$ cat src/rtl/rf_scoreboard_pkg.sv
// Shared constants for the decode-stage register file and hazard scoreboard:
// default widths and latencies, Tnew/Tuse encodings, and well-known register indices.
package rf_scoreboard_pkg;

  localparam int TNEW_W_DEF  = 2;
  localparam int MUL_LAT_DEF = 5;
  localparam int DIV_LAT_DEF = 10;
  localparam int RA_IDX      = 31;

  typedef enum logic [TNEW_W_DEF-1:0] {
    T0 = 2'd0,
    T1 = 2'd1,
    T2 = 2'd2
  } tnew_e;

  // The issue cycle is the first busy cycle, so the counter holds the remaining LAT-1.
  function automatic int md_load(input logic is_div, input int mul_lat, input int div_lat);
    return is_div ? div_lat - 1 : mul_lat - 1;
  endfunction

endpackage

$ cat src/rtl/sb_entry.sv
// One scoreboard slot: outstanding-writer count and Tnew countdown for a
// single architectural register.
module sb_entry
  import rf_scoreboard_pkg::*;
#(
  parameter  int TNEW_W = TNEW_W_DEF,
  parameter  int DEPTH  = 4,
  localparam int OUT_W  = $clog2(DEPTH + 1)
) (
  input  logic              clk,
  input  logic              reset,
  input  logic              issue,
  input  logic              retire,
  input  logic [TNEW_W-1:0] issue_tnew,
  output logic              pending,
  output logic [TNEW_W-1:0] tn
);

  logic [OUT_W-1:0] out_cnt;

  // NOTE: state is updated with <= so every flop samples pre-edge values.
  always_ff @(posedge clk or posedge reset) begin
    if (reset) begin
      out_cnt <= '0;
      tn      <= '0;
    end else begin
      if (issue)
        tn <= issue_tnew;
      else if (tn != '0)
        tn <= tn - 1'b1;

      if (issue && !retire)
        out_cnt <= out_cnt + 1'b1;
      else if (retire && !issue)
        out_cnt <= out_cnt - 1'b1;
    end
  end

  assign pending = (out_cnt != '0);

  a_no_overflow: assert property (@(posedge clk) disable iff (reset)
    !(issue && !retire && out_cnt == OUT_W'(DEPTH)));

  a_no_underflow: assert property (@(posedge clk) disable iff (reset)
    !(retire && !issue && out_cnt == '0));

endmodule

$ cat src/rtl/rf_scoreboard.sv
// Decode-stage register file with per-register Tnew scoreboard and MD busy counter.
// Optional macro RF_INTERNAL_BYPASS_EN enables same-cycle write-through on reads.
module rf_scoreboard
  import rf_scoreboard_pkg::*;
#(
  parameter  int DATA_W  = 32,
  parameter  int NREG    = 32,
  parameter  int NRD     = 2,
  parameter  int TNEW_W  = TNEW_W_DEF,
  parameter  int DEPTH   = 4,
  parameter  int MUL_LAT = MUL_LAT_DEF,
  parameter  int DIV_LAT = DIV_LAT_DEF,
  localparam int AW      = $clog2(NREG),
  localparam int OUT_W   = $clog2(DEPTH + 1)
) (
  input  logic                  clk,
  input  logic                  reset,
  input  logic [NRD-1:0]        rd_en,
  input  logic [NRD*AW-1:0]     rd_addr,
  input  logic [NRD*TNEW_W-1:0] rd_tuse,
  output logic [NRD*DATA_W-1:0] rd_data,
  input  logic                  issue_valid,
  input  logic [AW-1:0]         issue_a3,
  input  logic [TNEW_W-1:0]     issue_tnew,
  input  logic                  issue_md,
  input  logic                  issue_div,
  output logic                  issue_fire,
  output logic                  stall,
  input  logic                  wr_en,
  input  logic [AW-1:0]         wr_addr,
  input  logic [DATA_W-1:0]     wr_data,
  output logic                  md_busy
);

  localparam int MD_MAX = (DIV_LAT > MUL_LAT) ? DIV_LAT : MUL_LAT;
  localparam int MD_W   = $clog2(MD_MAX + 1);

  logic [DATA_W-1:0]            regs [NREG];
  logic [NREG-1:0]              pending;
  logic [NREG-1:0][TNEW_W-1:0]  tn_all;
  logic [NRD-1:0]               data_hz;
  logic [MD_W-1:0]              md_cnt;

  // NOTE: the array has few enough entries that an async clear is affordable and
  // gives a defined architectural state; $0 is never written so it stays zero.
  always_ff @(posedge clk or posedge reset) begin
    if (reset) begin
      for (int r = 0; r < NREG; r++) regs[r] <= '0;
    end else if (wr_en && wr_addr != '0) begin
      regs[wr_addr] <= wr_data;
    end
  end

  assign pending[0] = 1'b0;
  assign tn_all[0]  = TNEW_W'(T0);

  for (genvar r = 1; r < NREG; r++) begin : g_sb
    sb_entry #(.TNEW_W(TNEW_W), .DEPTH(DEPTH)) u_entry (
      .clk       (clk),
      .reset     (reset),
      .issue     (issue_fire && issue_a3 == AW'(r)),
      .retire    (wr_en && wr_addr == AW'(r)),
      .issue_tnew(issue_tnew),
      .pending   (pending[r]),
      .tn        (tn_all[r])
    );
  end

  for (genvar i = 0; i < NRD; i++) begin : g_rd
    logic [AW-1:0]     a;
    logic [TNEW_W-1:0] tuse;
    logic [DATA_W-1:0] rdv;

    assign a    = rd_addr[i*AW +: AW];
    assign tuse = rd_tuse[i*TNEW_W +: TNEW_W];
`ifdef RF_INTERNAL_BYPASS_EN
    assign rdv  = (wr_en && wr_addr == a && a != '0) ? wr_data : regs[a];
`else
    assign rdv  = regs[a];
`endif
    assign rd_data[i*DATA_W +: DATA_W] = rdv;
    assign data_hz[i] = rd_en[i] && (a != '0) && pending[a] && (tn_all[a] > tuse);
  end

  assign md_busy    = (md_cnt != '0);
  assign stall      = issue_valid && ((|data_hz) || (issue_md && md_busy));
  assign issue_fire = issue_valid && !stall;

  always_ff @(posedge clk or posedge reset) begin
    if (reset)
      md_cnt <= '0;
    else if (issue_fire && issue_md)
      md_cnt <= MD_W'(md_load(issue_div, MUL_LAT, DIV_LAT));
    else if (md_cnt != '0)
      md_cnt <= md_cnt - 1'b1;
  end

endmodule

$ cat config.mk
export PLATFORM = sky130hd
export DESIGN_NAME = rf_scoreboard
export DESIGN_NICKNAME = d
export VERILOG_FILES = /design/src/rtl/rf_scoreboard_pkg.sv /design/src/rtl/sb_entry.sv /design/src/rtl/rf_scoreboard.sv
export SDC_FILE = /design/constraint.sdc
export NUM_CORES = 2
export LEC_CHECK = 0
export BUFFER_PORTS_ARGS = -buffer_cell sky130_fd_sc_hd__buf_2
export CORE_ASPECT_RATIO = 1.25
export CORE_MARGIN = 2
export CORE_UTILIZATION = 36
export CTS_CLUSTER_SIZE = 30
export DETAILED_ROUTE_END_ITERATION = 7
export GPL_TIMING_DRIVEN = 0
export MAX_ROUTING_LAYER = met4
export PLACE_DENSITY = 0.52
export SYNTH_ARGS = -nofsm -noshare
export SYNTH_HDL_FRONTEND = slang
export SYNTH_SLANG_ARGS = --single-unit
export TNS_END_PERCENT = 30
$ cat constraint.sdc
create_clock -name clk -period 87.1 [get_ports clk]
set_clock_uncertainty 0.2 [all_clocks]
set_input_delay 8.71 -clock clk [delete_from_list [all_inputs] [get_ports clk]]
set_output_delay 8.71 -clock clk [all_outputs]
set_load 0.02 [all_outputs]
## Word level (Yosys, flattened, before mapping)

Index checks and enable logic that the tools add are counted.

| storage, ports and cells | value |
|---|---|
| bits in registers | 1183 |
| input bits | 66 |
| output and inout bits | 67 |

| operators by class | value |
|---|---|
| $add $sub $neg | 94 |
| $lt $le $gt $ge | 8 |
| equal/unequal tests | 62 |
| muxes and demuxes | 144 |
| bitwise gates (word level) | 3 |
| reductions and logical operators | 330 |

Operators with widths:

| kind | number |
|---|---|
| $bwmux 1024 | 1 |
| $bmux 32 s5 | 2 |
| $reduce_bool 2->1 | 94 |
| $mux 3 | 62 |
| $demux 32 s5 | 1 |
| $eq 5x5->1 const B | 32 |
| $mux 32 | 5 |
| $logic_and 1x1->1 | 136 |
| $mux 2 | 64 |
| $add 3x1->3 const B | 31 |
| $reduce_bool 3->1 | 31 |
| $sub 3x1->3 const B | 31 |
| $eq 5x4->1 const B | 16 |
| $logic_not 1->1 | 63 |
| $sub 2x1->2 const B | 31 |
| $eq 5x3->1 const B | 8 |
| $bmux 2 s5 | 2 |
| $eq 5x2->1 const B | 4 |
| $ge 6x6->1 const B | 3 |
| $not 5->6 | 3 |
| $reduce_bool 5->1 | 3 |
| $lt 5x6->1 const B | 2 |
| $mux 4 | 3 |
| $bmux 1 s5 | 2 |
| other kinds (8) | 11 |

## Longest topological paths before layout

| depth | value |
|---|---|
| depth in word-level cells | 15 |
| gate-level depth with buffers | 25 |
| gate-level depth less buffers | 20 |

## Modules after synthesis

Synthesis repeated with hierarchy kept, for this count alone.

| unflattened totals | value |
|---|---|
| cell total of the unflattened synthesis | 5393 |
| area, all modules | 65271.4 um^2 |

By module, submodules not included:

| module | instances | cells an instance | area each (um^2) | seq. area each (um^2) |
|---|---|---|---|---|
| rf_scoreboard | 1 | 4618 | 56544.2 | 25724.7 |
| sb_entry | 31 | 25 | 281.5 | 125.1 |

## Least setup slack after synthesis

No wires, ideal clock.

| path | value |
|---|---|
| path type | input port to output port |
| start | in rd_addr[1] |
| end | out stall |
| arrival | 12.895 ns |
| required time | 78.190 ns |
| setup slack | 65.295 ns |
| stages on the path | 18 |
| path buffers | 7 |
| cell sequence | buf_2 -> buf_2 -> buf_2 -> buf_2 -> clkbuf_1 -> clkbuf_1 -> mux4_2 -> mux4_2 -> mux2_2 -> ha_1 -> nor2b_1 -> o211a_1 -> o21ai_0 -> a31oi_1 -> a32o_1 -> buf_2 -> nor2_1 -> nor2b_1 |

| between the ends | value |
|---|---|
| cells in the longest elaborated chain, start to end | 7 |
| elaborated cells on any way between the ends | 12 |

Ends and longest elaborated chain:

| item | line | RTL |
|---|---|---|
| start, declared | rf_scoreboard.sv:19 | `input logic [NRD*AW-1:0] rd_addr,` |
| $bmux 2 s5 (tied with other cells) | rf_scoreboard.sv:82 | `assign data_hz[i] = rd_en[i] && (a != '0) && pending[a] && (tn_all[a] > tuse);` |
| $mux 2 (implied by the code) (tied with other cells) | rf_scoreboard.sv:82 |  |
| $gt 2x2->1 or $logic_and 1x1->1 (tied branches) | rf_scoreboard.sv:82 |  |
| $logic_and 1x1->1 * | rf_scoreboard.sv:82 |  |
| $reduce_or 2->1 * | rf_scoreboard.sv:86 | `assign stall = issue_valid && ((\|data_hz) \|\| (issue_md && md_busy));` |
| $logic_or 1x1->1 * | rf_scoreboard.sv:86 |  |
| $logic_and 1x1->1 * | rf_scoreboard.sv:86 |  |
| end, declared | rf_scoreboard.sv:28 | `output logic stall,` |

Every way passes the cells marked *; elsewhere a longest branch is shown, timed or not. The select of a mux whose other input is x is not followed.

## Worst setup path after layout

Ends and elaborated chain as after synthesis.

==> results.ini <==
[outcome]
status = finished with violations
violations = capacitance limit, slew limit

[die]
ios = 133
die_h_um = 478
placementRows = 173
start_util_pct = 36.3
die_area_um2 = 183000
coreArea_um2 = 178000
die_w_um = 383

[cts]
cts_max_level = 4
clock_sinks = 1183
worstSkewPairLatency_ns = 0.79
numCtsBuffers = 136
post_cts_buffers = 0
cts.root.buffer_cell = clkbuf_16
clockBufferDepth = 3
cts_tree = yes
path_clk_slew_ns = 0.05
hold_buffers = 0
post_cts_resize_count = 0

[sta]
fmax_mhz = 40.7
finalHoldViolCount = 0
rsz0062_at_grt = no
min_period_ns = 24.58
worstMarginPinSlew_ns = 1.61
min_period_over_period_pct = 28.2
slew_headroom_pct = -7.02
drv_slew = 65
setup_tns_ns = 0
setup-violations-final = 0

[yosys]
synth_flop_cell = dfrtp_1
yosysMostFrequentCell = dfrtp_1
yosysSeqAreaShare_pct = 45.8
synth_nets = 4293
synth-warning-count = 0
synth_area_um2 = 64700
synth_common_cells = dfrtp_1, mux2_2, mux4_2, clkbuf_1, inv_1
synth-seq-cells = 1183
synth.largest_area_cell = dfrtp_1
async_flop_share_pct = 100
synth_edf_count = 0
synth.avg_cell_area_um2 = 15.7
synthCells = 4128
netlist.area_leader.share_pct = 45.8
netlist-cell-type-count = 60
synth_area_leaders = dfrtp_1, mux4_2, mux2_2, clkbuf_1, ha_1

[global_route]
gr-usage-met1_pct = 35.0
grt_max_degree = 125
grt.busiest_layer = met2
grt_pass1_wl_mm = 331
grt_usage_pct = 26.6
grt_pass1_vias = 42000
grt_util_met2_pct = 41.1
globalRouteMet3Util_pct = 4.81
antenna_found_initial = 16
overflow = 0

[setup_path]
startpoint_type = input port
critPathKind = in -> out
crit_slowest_cell = clkbuf_1
crit_required_ns = 78.19
worstPathCellList = buf_2, buf_2, buf_2, buf_2, buf_2, clkbuf_1, clkbuf_1, mux4_2, mux4_2, mux2_2, ha_1, nor2b_1, o211a_1, o21ai_0, a31oi_1, a32o_1, buf_2, nor2_1, nor2b_1, buf_2
path_delay_family = buffers and inverters
end_kind = primary output
cp_max_fo = 10
slowest_delay_ns = 1.04
cp_common_cell = buf_2
crit_arrival_ns = 15.67
critical_path_buf_inv_count = 9

[finish]
layout.nets = 4581
drive_gt1_share_pct = 51.2
area_growth_pct = 13.4
utilization_pct = 41.2

[route]
wl_per_cell_um = 34.0
route.detailed.drc = 0
postRouteAntennaNets = 0
routed_wl_mm = 234
drt_first_pass_iters = 7
drt_iter0_drc = 3411
vias = 40800
viasPerCell = 5.92

[pwr]
switchingPower_w = 0.000564
vdd_ir_drop_max_mv = 0.0229
p_leak_nw = 31.1
powerDensity_nw_per_um2 = 25.6
p_int_w = 0.00131
p_seq_share_pct = 41.9
swShare_pct = 30.0
p_clk_share_pct = 31.5
p_comb_share_pct = 26.6

[min_path]
hp-class = reg -> reg

[placed_design]
port_buffers = 130
gp_congestion = 0.870
dp_hpwl_mm = 160

[job]
drv_cap = 11

==> worst paths after layout <==
check,start,endpoint,slack [ns],cells past startpoint
setup / recovery,rd_addr[1],stall,62.52,20
hold / removal,g_sb[27].u_entry.out_cnt[2],g_sb[27].u_entry.out_cnt[2],0.27,1
setup reg to reg,g_sb[11].u_entry.tn[1],g_sb[19].u_entry.out_cnt[2],81.45,18
hold reg to reg,g_sb[27].u_entry.out_cnt[2],g_sb[27].u_entry.out_cnt[2],0.27,1
max in group asynchronous,reset,regs[470],76.05,7
min in group asynchronous,reset,regs[867],7.73,2
==> stage by stage <==
| step | power, W | hold WS, ns | cell area (µm²) | setup WS, ns | cells |
|---|---|---|---|---|---|
| after global placement | 0.00128 | 0.249 | 68300 | 29.19 | 6620 |
| after CTS | 0.00189 | 0.270 | 73300 | 62.47 | 6880 |
| after global routing | 0.00197 | 0.279 | 73300 | 62.17 | 6885 |
| after floorplan | 0.00115 | 0.234 | 64700 | 44.87 | 4128 |
| final | 0.00188 | 0.267 | 73300 | 62.52 | 6887 |
| after detailed placement | 0.00129 | 0.257 | 68800 | 62.48 | 6640 |
==> per-layer routing <==
| metal | share of wire (%) | up-vias | wire, µm |
|---|---|---|---|
| li1 | - | 16400 | - |
| met1 | 42 | 22500 | 98000 |
| met2 | 48 | 1466 | 111000 |
| met3 | 6.4 | 417 | 15100 |
| met4 | 4.1 | 0 | 9650 |
| met5 | 0 | - | 0 |
==> registers in the layout, summed over array words and instances, names as in the netlist <==
signal and count:
regs 1024, md_cnt 4, g_sb.u_entry.tn 62, g_sb.u_entry.out_cnt 93
==> layout by cell type (no fill, tap or decap), drive strengths merged, types with 31 or more instances in the layout <==
cell    Yosys  layout
buf       126     272
clkbuf    288     492
dfrtp    1183    1183
fa         31      31
ha         68      68
inv       136     143
mux2     1151    1151
mux2i      38      38
mux4      677     677
nand2      55      55
nor2       60      60
nor3       41      41
xnor2      63      63
xor2       63      63
==> power by group through the flow <==
stage               combinational [W]  clock [W]  sequential [W]
finish                       0.000499   0.000592        0.000785
global route                 0.000539   0.000623        0.000804
CTS                          0.000504   0.000602        0.000783
detailed placement           0.000502          0        0.000792
global placement             0.000487          0        0.000789
floorplan                    0.000385          0        0.000763
==> kinds of logic (layout without fill, tap and decap cells) <==
logic type,count (synthesis),in the layout,share of synthesized area [%]
XOR/XNOR,126,126,1.71
multiplexers,1866,1866,44.2
adder cells (fa/ha/maj),99,99,2.27
AO/OA/AOI/OAI,56,56,0.669
AND/OR/NAND/NOR,248,248,2.09
other,0,7,0
buffers and inverters,550,940,3.26
flip-flops,1183,1183,45.8
==> cell type report <==
class / count / area, µm²
clock inverter: 40 / 447
tap: 2362 / 2960
antenna: 7 / 17.5
timing repair buffer: 150 / 1080
inverter: 136 / 518
sequential: 1183 / 29600
clock buffer: 200 / 4050
buffer: 414 / 1690
fill: 16300 / 105000
multi-input combinational: 2395 / 33000
==> worst register-to-register path: stages, from the launching register on <==
cell and delay (ns):
dfrtp_1 0.42, mux4_2 0.48, mux4_2 0.50, mux2_2 0.33, ha_1 0.30, nor2b_1 0.14, o211ai_1 0.34, a21oi_1 0.12
nor4b_1 0.20, or2_0 0.29, clkbuf_1 0.14, buf_2 0.23, nor3_2 0.70, ha_1 0.31, inv_1 0.07, fa_1 0.37
xor2_1 0.16, nor2_1 0.13, xor2_1 0.15
No activity file was read; power rests on OpenSTA's default activity.
